--- config.mk ---
export PLATFORM = sky130hd
export DESIGN_NAME = gray_step_ctrl
export DESIGN_NICKNAME = d
export VERILOG_FILES = /design/src/rtl/gray_step_ctrl.sv
export SDC_FILE = /design/constraint.sdc
export NUM_CORES = 1
export LEC_CHECK = 0
export ABC_AREA = 1
export BUFFER_PORTS_ARGS = -buffer_cell sky130_fd_sc_hd__buf_2
export CAP_MARGIN = 30
export CORE_MARGIN = 8
export CORE_UTILIZATION = 55
export CTS_CLUSTER_DIAMETER = 150
export DETAILED_ROUTE_END_ITERATION = 8
export PLACE_DENSITY = 0.89
export RECOVER_POWER = 100
export REMOVE_ABC_BUFFERS = 1
export SLEW_MARGIN = 20
export SYNTH_ARGS = -nofsm -noshare
export SYNTH_HDL_FRONTEND = slang
export SYNTH_SLANG_ARGS = --single-unit
--- constraint.sdc ---
create_clock -name clock -period 2.92 [get_ports clock]
set_input_delay 0.584 -clock clock [delete_from_list [all_inputs] [get_ports clock]]
set_output_delay 0.584 -clock clock [all_outputs]
set_load 0.03 [all_outputs]
--- src/rtl/gray_step_ctrl.sv ---
// Command-driven Gray-code counter: CLEAR / LOAD / RUN-N-steps (up or down) over valid/ready,
// with registered done, aborted and wrap pulses.
module gray_step_ctrl #(
  parameter int unsigned WIDTH = 4
) (
  input  logic             clock,
  input  logic             Reset,
  input  logic             cmd_valid,
  output logic             cmd_ready,
  input  logic [1:0]       cmd_op,
  input  logic [WIDTH-1:0] cmd_arg,
  input  logic             stop,
  output logic [WIDTH-1:0] q,
  output logic             busy,
  output logic             done,
  output logic             aborted,
  output logic             wrap
);

  localparam logic [WIDTH-1:0] One  = {{(WIDTH-1){1'b0}}, 1'b1};
  localparam logic [WIDTH-1:0] MaxG = {1'b1, {(WIDTH-1){1'b0}}};

  typedef enum logic [0:0] {StIdle, StRun} state_e;

  state_e           state_q;
  logic [WIDTH-1:0] remaining_q;
  logic             dir_q;

  logic [WIDTH-1:0] q_bin;
  logic [WIDTH-1:0] next_bin;
  logic [WIDTH-1:0] next_gray;
  logic             wrap_cond;

  // Binary bit i is the XOR of Gray bits i and above.
  always_comb begin
    q_bin = '0;
    for (int unsigned i = 0; i < WIDTH; i++) begin
      q_bin[i] = ^(q >> i);
    end
    next_bin  = dir_q ? (q_bin + One) : (q_bin - One);
    next_gray = next_bin ^ (next_bin >> 1);
    wrap_cond = dir_q ? (q == MaxG) : (q == '0);
  end

  assign cmd_ready = (state_q == StIdle);

  always_ff @(posedge clock) begin
    if (!Reset) begin
      state_q     <= StIdle;
      q           <= '0;
      remaining_q <= '0;
      dir_q       <= 1'b1;
      busy        <= 1'b0;
      done        <= 1'b0;
      aborted     <= 1'b0;
      wrap        <= 1'b0;
    end else begin
      done    <= 1'b0;
      aborted <= 1'b0;
      wrap    <= 1'b0;
      unique case (state_q)
        StIdle: begin
          if (cmd_valid) begin
            unique case (cmd_op)
              2'b00: begin
                q    <= '0;
                done <= 1'b1;
              end
              2'b01: begin
                q    <= cmd_arg;
                done <= 1'b1;
              end
              2'b10, 2'b11: begin
                if (cmd_arg == '0) begin
                  done <= 1'b1;
                end else begin
                  remaining_q <= cmd_arg;
                  dir_q       <= (cmd_op == 2'b10);
                  state_q     <= StRun;
                  busy        <= 1'b1;
                end
              end
              default: ;
            endcase
          end
        end
        StRun: begin
          // stop wins even over the final step
          if (stop) begin
            aborted <= 1'b1;
            state_q <= StIdle;
            busy    <= 1'b0;
          end else begin
            q           <= next_gray;
            wrap        <= wrap_cond;
            remaining_q <= remaining_q - One;
            if (remaining_q == One) begin
              done    <= 1'b1;
              state_q <= StIdle;
              busy    <= 1'b0;
            end
          end
        end
        default: state_q <= StIdle;
      endcase
    end
  end

endmodule
## Word level (Yosys, flattened, before mapping)

Index checks and enable logic that the tools add are counted.

- Multiply operators: 0
- Shifts and indexed selects: 0
- Add/subtract/negate cells: 3
- Bitwise gates (word level): 4
- Reduce and logical (&&, ||, !) cells: 15
- Order comparisons: 0
- Muxes and demuxes: 30
- Divide/modulo/power cells: 0
- Eq/ne operators: 11

Operator list:

| operator | count |
|---|---|
| $mux 4 | 7 |
| $pmux 4 s2 | 3 |
| $mux 1 | 16 |
| $reduce_xor 4->1 | 4 |
| $reduce_and 4->1 | 3 |
| $logic_not 4->1 | 2 |
| $pmux 1 s2 | 4 |
| $sub 4x1->4 const B | 2 |
| $ne 2x2->1 const B | 3 |
| $add 4x1->4 const B | 1 |
| $eq 2x2->1 const B | 2 |
| $eq 4x1->1 const B | 1 |
| $eq 4x4->1 const B | 1 |
| $reduce_or 2->1 | 2 |
| $xor 4x3->4 | 1 |
| $ne 3x1->1 const B | 1 |
| $ne 3x2->1 const B | 1 |
| $not 1->1 | 3 |
| $reduce_and 3->1 | 1 |
| $reduce_or 3->1 | 1 |
| $eq 2x1->1 const B | 1 |
| $logic_not 2->1 | 1 |
| $ne 2x1->1 const B | 1 |
| $reduce_and 2->1 | 1 |

- Output and inout bits: 9
- Bits in registers: 14
- Input port bits: 10
- RAM bits: 0
- Logic and storage cells: 71
- Memories: 0
- Bits in latches: 0
- Bits in read-only memories: 0

## Depth between registers and ports, before layout

Gate-level depths: netlist of run 1.

- Depth after elaboration: 6
- Mapped depth: 12
- Mapped depth without buffers: 12

## Least setup slack after synthesis of run 1

OpenSTA, ideal clock, no wires.

- Path kind: register to register
- Start point: reg q[3]
- End point: reg q[1]
- Arrival time: 2.067 ns
- Path buffers: 0
- Setup slack: 0.783 ns
- Library setup time: 0.070 ns
- Required time: 2.850 ns
- Clock period less this slack: 2.137 ns
- Cell stages (with the launch flop): 11
- Path through: dfxtp_1 -> inv_1 -> ha_1 -> inv_1 -> nand2_1 -> nand2_1 -> fa_1 -> xor2_1 -> xor2_1 -> nand2_1 -> a21oi_1

- Cells in the longest elaborated chain, start to end: 6
- Elaborated cells on any way between the ends: 9
- Classes of those cells: 2 x add/sub; 3 x mux; 1 x bitwise; 3 x reduce/logical

Ends and longest elaborated chain:

| item | line | text |
|---|---|---|
| from (decl) | 13 | `output logic [WIDTH-1:0] q,` |
| from (signal assigned) | 70 | `q <= cmd_arg;` |
| from (signal assigned) | 94 | `q <= next_gray;` |
| $reduce_xor 4->1 | 38 | `q_bin[i] = ^(q >> i);` |
| $sub 4x1->4 / $add 4x1->4 (equally long branches) | 40 | `next_bin = dir_q ? (q_bin + One) : (q_bin - One);` |
| $mux 4 * | 40 |  |
| $xor 4x3->4 * | 41 | `next_gray = next_bin ^ (next_bin >> 1);` |
| $mux 4 * | 89 | `if (stop) begin` |
| $pmux 4 s2 * | 61 | `unique case (state_q)` |

Every way passes the cells marked *; elsewhere a longest branch is shown, timed or not. The select of a mux whose other input is x is not followed.
A chain may end at the register's enable or synchronous reset.

## Worst setup path in the final report of run 1

- Start point: reg q[3]
- End point: reg q[2]

Same word-level chain as after synthesis.

==> results of run 1 <==
-- per-layer routing --
metal / part of all wire / routed length (µm) / vias to the layer above / track usage
li1: - / - / 456 / -
met1: 0.44 / 896 / 401 / 0.144
met2: 0.50 / 1030 / 25 / 0.228
met3: 0.057 / 118 / 2 / 0.0488
met4: 0.0039 / 8 / 0 / 0.0235
met5: 0 / 0 / - / 0
-- area by class of cell --
| cell class | instances | area (µm²) | share of cell area |
|---|---|---|---|
| well taps | 17 | 21.3 | 0.0209 |
| clock buffers | 4 | 36.3 | 0.0356 |
| inverters | 25 | 93.8 | 0.0921 |
| repair buffers | 18 | 78.8 | 0.0774 |
| multi-input cells | 88 | 508 | 0.499 |
| flip-flops and latches | 14 | 280 | 0.275 |
-- power breakdown --
group	total [mW]	internal, mW	switching, mW	leakage [nW]
Sequential	0.218	0.205	0.0130	0.115
Combinational	0.182	0.0668	0.115	0.364
Clock	0.141	0.0759	0.0654	0.0210
-- worst max-delay path, cell delays in order (launching register included) --
cell and delay (ps):
dfxtp_1 440, inv_1 90, ha_1 330, inv_1 50, nand2_1 80, nand2_1 70, fa_1 380, xor2_1 290
inv_1 80, nand3_1 100, nand3_1 80, a21oi_1 120
-- cells by family after synthesis --
group                      Yosys count
and+or+nand+nor                     46
AOI/OAI and AO/OA                   29
buffers and inverters               27
DFF                                 14
adders and majority gates            8
xor gates and xnor gates             5
-- placed cells by master, fill, tap and decap left out, drive strengths merged, types with 4 or more instances in the layout --
cell,synthesis,final
ha,7,7
nor2,9,9
buf,1,9
o21ai,11,11
nand2,24,24
nand3,11,11
xor2,4,4
clkbuf,1,13
dfxtp,14,14
inv,25,24
a21oi,13,13
-- worst paths after layout --
check,from,to,slack (ps)
setup / recovery,q[3],q[2],760
hold / removal,busy,busy,490
setup reg to reg,q[3],q[2],760
hold reg to reg,busy,busy,490
-- flip-flops by register name, indices dropped and copies added, names as in the netlist --
name / flops
q: 4
remaining_q: 4
aborted: 1
busy: 1
dir_q: 1
done: 1
state_q: 1
wrap: 1
-- per-stage QoR --
step / setup slack, ps / hold slack (ps) / utilization
after detailed placement: 774 / 480 / 0.617
final: 759 / 490 / 0.617
after global placement: 934 / 460 / 0.617
after CTS: 757 / 494 / 0.639
after floorplan: 783 / 476 / -
after global routing: 630 / 516 / 0.617
==> metrics.txt, run 1 <==
RSZ-0062 raised after global routing false; WL/cell between 10 and 15 µm; first-pass GRT wire length ~3500 µm; die width between 50 and 60 µm; DR pass1 iterations 4; Clock Sinks 14; post-detail-place hpwl between 1500 and 2000 µm; filler instances about 150; run status completed; Vias/cell roughly 5.3; initial core utilization 0.559; leak pwr approximately 0.5 nW; CTS clock-pin slew for the worst setup and hold paths 90 ps; Slew @ Worst Pin just under 400 ps; fraction of layout cells with a size suffix above 1 0.121; number of max-cap violations 0; clock latency on the worst-skew pair between 200 and 300 ps; final worst-path cycle share 0.740; Worst EP required 3140 ps; die area roughly 0.0032 mm²; Antenna diodes 0; CTS H-tree lvls 1; Post-CTS Repair Setup Buffers 0; pwr dens ~530 mW/mm²; I/O pins 19; Fmax ~0.46 GHz; ANT nets after route 0; PnR Total Power roughly 0.54 mW; Main synth FF type dfxtp_1; VDD IR max roughly 0.00029 V; largest cells by area after synthesis dfxtp_1, ha_1, nand2_1, inv_1, a21oi_1; Finished Layout Cells 166; Mapped Area 923 µm²; post-route design area 0.00102 mm²; largest net degree at the start of global routing 12; dpl cells between 150 and 200; GRT overflow 0; Synth Area in XOR/XNOR 0.0474; hold path cells 2; Worst Path Arrival 2380 ps; Synth Warn # 0; # port buffers 18; GRT Util Overall 0.129; Total Neg Setup Slack 0 ps; post-synthesis mux area share 0; most common cell in the netlist nand2_1; largest family of logic cells by synthesized area simple AND/OR/NAND/NOR gates; Critical Path Fanout Max 6; R2R depth 11; Mean Syn Cell Area slightly above 7 µm²; Fin. Hold Viols 0; routed vias approximately 880; height of the die roughly 57 µm; Setup Skew about 3.9 ps; Row Count 15; DR iter-0 viols 28; CTS tree done; Compound-Gate Fraction of Synth Area 0.179; crit path launch type flip-flop; sequential share of the synthesized area 0.304; post-synth top area share 0.304; Cells after Synth 129; CTS Buffer Depth 2; CTS resizes 0; Min Clock Period, post-route ~2200 ps; Worst Path Class, Setup reg2reg; clock root cell clkbuf_4; WL final 2050 µm; Post-synth top cells nand2_1, inv_1, dfxtp_1; Slew headroom 0.739; Num CTS Buffers 3; Async SR Flop Fraction 0; Final setup viols 0; Hold Path Class reg2reg; Final GP Congestion 0.882; Cell variety after synth 26; Hold Buf Count CTS 0; Max Slew Vio Count 0; nets 168; Critical Path Sink Type flip-flop; DRC 0; vias in the first global route 855; number of flops mapped to enable cells by yosys 0; core region area between 0.0015 and 0.002 mm²; post-synthesis adder-cell area fraction 0.117; initial antenna violation count 0; register bit total from synthesis 14; simple-gate share of the synthesized area 0.236; Area Overhead vs Synth 10.3%; largest area contributor in the netlist dfxtp_1; Cell Area, Placed 0.00102 mm²
No activity file was read; power rests on OpenSTA's default activity.
==> run 2: changes to the inputs <==
CORE_UTILIZATION = 53   (was 55)
PLACE_DENSITY = 0.87   (was 0.89)
clock period = 2.26 ns   (was 2.92 ns; I/O delays follow)
==> run 2 against run 1 <==
Die area grew 2.7%; critical path type unchanged; power grew 30%; sequential share of layout area shrank 0.53 points; critical endpoint is now q[1]; register-to-register slack lost 560 ps; utilization shrank 0.19 points; non-clock buffer count grew 1; first-iteration DRC count grew 21%; sequential power grew 28%; fmax grew 5.0%; worst setup slack lost 560 ps; clock power grew 30%; critical path depth shrank 2.
==> metrics.txt, run 2 (synthesis gave the netlist of run 1 again) <==
filler instances 167; Hold Buf Count CTS 0; Area Overhead vs Synth 12.5%; Post-CTS Repair Setup Buffers 0; vias in the first global route 836; initial antenna violation count 0; ANT nets after route 0; final worst-path cycle share 0.910; fraction of layout cells with a size suffix above 1 0.133; Final GP Congestion 0.857; GRT overflow 0; height of the die 57.7 µm; Critical Path Sink Type flip-flop; WL final ~2100 µm; Clock Sinks 14; leak pwr ~0.52 nW; Largest delay share family, worst path adder cells; VDD IR max between 0.0003 and 0.0004 V; DR pass1 iterations 4; Hold Path Class in2reg; run status completed; Buffers & Inverters on Critical Path 1; clock latency on the worst-skew pair 290 ps; initial core utilization 0.547; nets approximately 170; I/O pins 19; WL/cell roughly 13 µm; CTS tree done; cell mode on critical path nand2_1; register area between 200 and 300 µm²; CTS Buffer Depth 2; Vias/cell 5.39; biggest regs q x4, remaining_q x4; Fmax approximately 0.49 GHz; Critical Path Fanout Max 4; CP Cell Sequence inv_1, ha_1, nand2_1, nand2_1, fa_1, xor2_1, xor2_1, nand2_1, a21oi_1; Num CTS Buffers 3; DR iter-0 viols 34; number of max-cap violations 0; Slowest cell on crit path dfxtp_1; # port buffers 18; most frequent cells in the layout nand2_1, inv_1, dfxtp_1, a21oi_1, nand3_1; Worst Path Arrival approximately 2300 ps; CTS resizes 0; CTS H-tree lvls 1; CTS clock-pin slew for the worst setup and hold paths ~90 ps; post-detail-place hpwl ~1700 µm; commonest non-fill, non-tap cell in the layout nand2_1; routed vias 900; Final setup viols 0; Slew headroom 0.694; Total Neg Setup Slack 0 ps; RSZ-0062 raised after global routing false; Row Count 15; GRT Util Overall 0.127; Worst EP required 2480 ps; largest net degree at the start of global routing 12; clock root cell clkbuf_4; crit path launch type flip-flop; largest stage delay on the critical path ~400 ps; Fin. Hold Viols 0; Setup Skew around 6.5 ps; Min Clock Period, post-route around 2100 ps; Slew @ Worst Pin 458 ps; pwr dens ~680 mW/mm²; Max Slew Vio Count 0; die area 0.00333 mm²; worst hold margin 391 ps; Multi-input gate area roughly 520 µm²; Antenna diodes 0; first-pass GRT wire length 3420 µm; die width between 50 and 60 µm; DRC 0; Worst Path Class, Setup reg2reg; core region area about 0.0017 mm²
## run 2: cell count changes in the layout (fill, tap and decap cells not counted)
cell and delta:
nor2_1 -2, nor2_8 +1, clkinv_1 -1, a221oi_2 -1, a221oi_1 +1, nor2_2 +1
buf_4 +1, inv_1 +1
## run 2: layer usage
metal,share of wire,track usage,up-vias
li1,-,-,459
met1,0.45,0.133,419
met2,0.49,0.236,17
met3,0.047,0.0442,5
met4,0.0095,0.0315,0
met5,0,0,-
## run 2: worst paths after layout
check	start	to	slack [ps]	depth (start not counted)
worst max register to register	q[2]	q[1]	200	9
worst min register to register	q[0]	q[0]	500	2
worst min-delay path	cmd_op[0]	dir_q	390	2
worst max-delay path	q[2]	q[1]	200	9
## run 2: where the power goes
part	internal (mW)	total (mW)	switching, mW
clock network	0.0981	0.184	0.0856
registers	0.265	0.280	0.0150
logic	0.0887	0.243	0.154
## run 2: per-stage QoR
step / cells / total power [mW] / worst slack (ps) / cell area [µm²] / utilization
6_report: 167 / 0.706 / 203 / 1040 / 0.615
5_1_grt: 167 / 0.753 / 68.4 / 1040 / 0.615
4_1_cts: 167 / 0.715 / 204 / 1060 / 0.630
3_5_place_dp: 163 / 0.530 / 223 / 1030 / 0.608
3_3_place_gp: 163 / 0.521 / 322 / 1030 / 0.608
2_1_floorplan: 127 / 0.468 / 123 / 908 / -
## run 2: area by class of cell
cell class / count / share of cell area
clock buffer: 4 / 0.0349
inverter: 25 / 0.0904
multi-input combinational: 88 / 0.501
sequential: 14 / 0.270
tap: 17 / 0.0205
timing repair buffer: 19 / 0.0831
==> run 3: changes to the inputs <==
CORE_UTILIZATION = 35   (was 53)
PLACE_DENSITY = 0.64   (was 0.87)
==> run 3 against run 2 <==
Power about the same; worst setup slack improved by 7.0 ps; sequential share of layout area about the same; fmax increased by 0.34%; critical path type unchanged; global-route usage decreased by 2.6 points; count of clock-buffer cells in the layout unchanged; routed wire length increased by 0.28%; sequential cell count unchanged; die area increased by 36%; worst hold slack got worse by 3.4 ps.
==> metrics.txt, run 3 (synthesis gave the netlist of run 1 again) <==
clock root cell clkbuf_4; Max Slew Vio Count 0; WL final 2120 µm; initial antenna violation count 0; CTS clock-pin slew for the worst setup and hold paths 90 ps; dpl cells about 180; Total Neg Setup Slack 0 ps; DRC 0; CTS tree done; post-detail-place hpwl approximately 1700 µm; ANT nets after route 0; crit path launch type flip-flop; DR iter-0 viols 20; routed vias 868; die area roughly 0.0045 mm²; run status completed; Fmax slightly below 0.5 GHz; Hold Buf Count CTS 0; Finished Layout Cells between 150 and 200; Slew headroom 0.745; Min Clock Period, post-route 2050 ps; vias in the first global route 839; Cell Area, Placed about 0.0010 mm²; most frequent cells in the layout nand2_1, inv_1, dfxtp_1, a21oi_1, nand3_1; Row Count 18; initial core utilization 0.369; Post-CTS Repair Setup Buffers 0; GRT Util Overall 0.101; # port buffers 18; filler instances 271; Worst EP required between 2000 and 2500 ps; Critical Path Fanout Max 4; Num CTS Buffers 3; core region area 0.00250 mm²; Antenna diodes 0; Setup Skew roughly 1.9 ps; I/O pins 19; RSZ-0062 raised after global routing false; clock latency on the worst-skew pair between 200 and 300 ps; Clock Sinks 14; DR pass1 iterations 4; CTS resizes 0; die width 67.4 µm; Fin. Hold Viols 0; biggest regs q x4, remaining_q x4; Final setup viols 0; CTS H-tree lvls 1; Final GP Congestion between 0.8 and 0.9; pwr dens roughly 680 mW/mm²; number of max-cap violations 0; Worst Path Class, Setup reg2reg; Slew @ Worst Pin between 300 and 400 ps; Hold Path Class in2reg; commonest non-fill, non-tap cell in the layout nand2_1; Vias/cell just under 5; CTS Buffer Depth 2; final worst-path cycle share 0.907; nets between 150 and 200; GRT overflow 0; first-pass GRT wire length 3540 µm; fraction of layout cells with a size suffix above 1 0.133; leak pwr approximately 0.51 nW; height of the die between 60 and 70 µm; largest net degree at the start of global routing 12; WL/cell between 10 and 15 µm; VDD IR max 0.000486 V; Critical Path Sink Type flip-flop; Worst Path Arrival between 2000 and 2500 ps; post-route design area 0.00104 mm²; Area Overhead vs Synth 13.0%
-- run 3: worst paths after layout --
kind | start | endpoint | slack [ps] | cells past startpoint
hold / removal | cmd_op[0] | dir_q | 390 | 2
setup / recovery | q[2] | q[2] | 210 | 10
setup reg to reg | q[2] | q[2] | 210 | 10
hold reg to reg | busy | busy | 480 | 2
-- run 3: worst max-delay path, cell delays in order (launching register included) --
cell and delay, ps:
dfxtp_2 360, inv_1 70, ha_1 330, nand2_1 120, nand2_1 70, fa_1 370
xor2_1 290, inv_1 80, nand3_1 90, nand3_1 70, a21oi_1 120
-- run 3: routing by layer --
layer,up-vias,global-route usage,wire (µm)
met4,0,0.0261,10
li1,463,-,-
met1,382,0.121,947
met2,21,0.158,997
met5,-,0,0
met3,2,0.0480,165
-- run 3: stage by stage --
stage / hold WS [ps] / util / total power, mW / setup WS [ps]
after floorplan: 476 / - / 0.468 / 123
after global placement: 459 / 0.417 / 0.525 / 306
after detailed placement: 467 / 0.417 / 0.529 / 195
after CTS: 384 / 0.432 / 0.718 / 173
after global routing: 405 / 0.417 / 0.759 / 20.8
final: 388 / 0.417 / 0.706 / 210
-- run 3: final cells by class --
| class | count | area [µm²] | area share |
|---|---|---|---|
| Inverter | 25 | 93.8 | 0.0899 |
| Tap cell | 30 | 37.5 | 0.0360 |
| Multi-Input combinational cell | 88 | 508 | 0.487 |
| Clock buffer | 4 | 36.3 | 0.0348 |
| Sequential cell | 14 | 282 | 0.270 |
| Timing Repair Buffer | 19 | 86.3 | 0.0827 |
-- run 3: power breakdown --
group / switching, mW / total, mW / internal [mW]
sequential: 0.0149 / 0.280 / 0.265
clock: 0.0888 / 0.187 / 0.0982
combinational: 0.151 / 0.239 / 0.0875
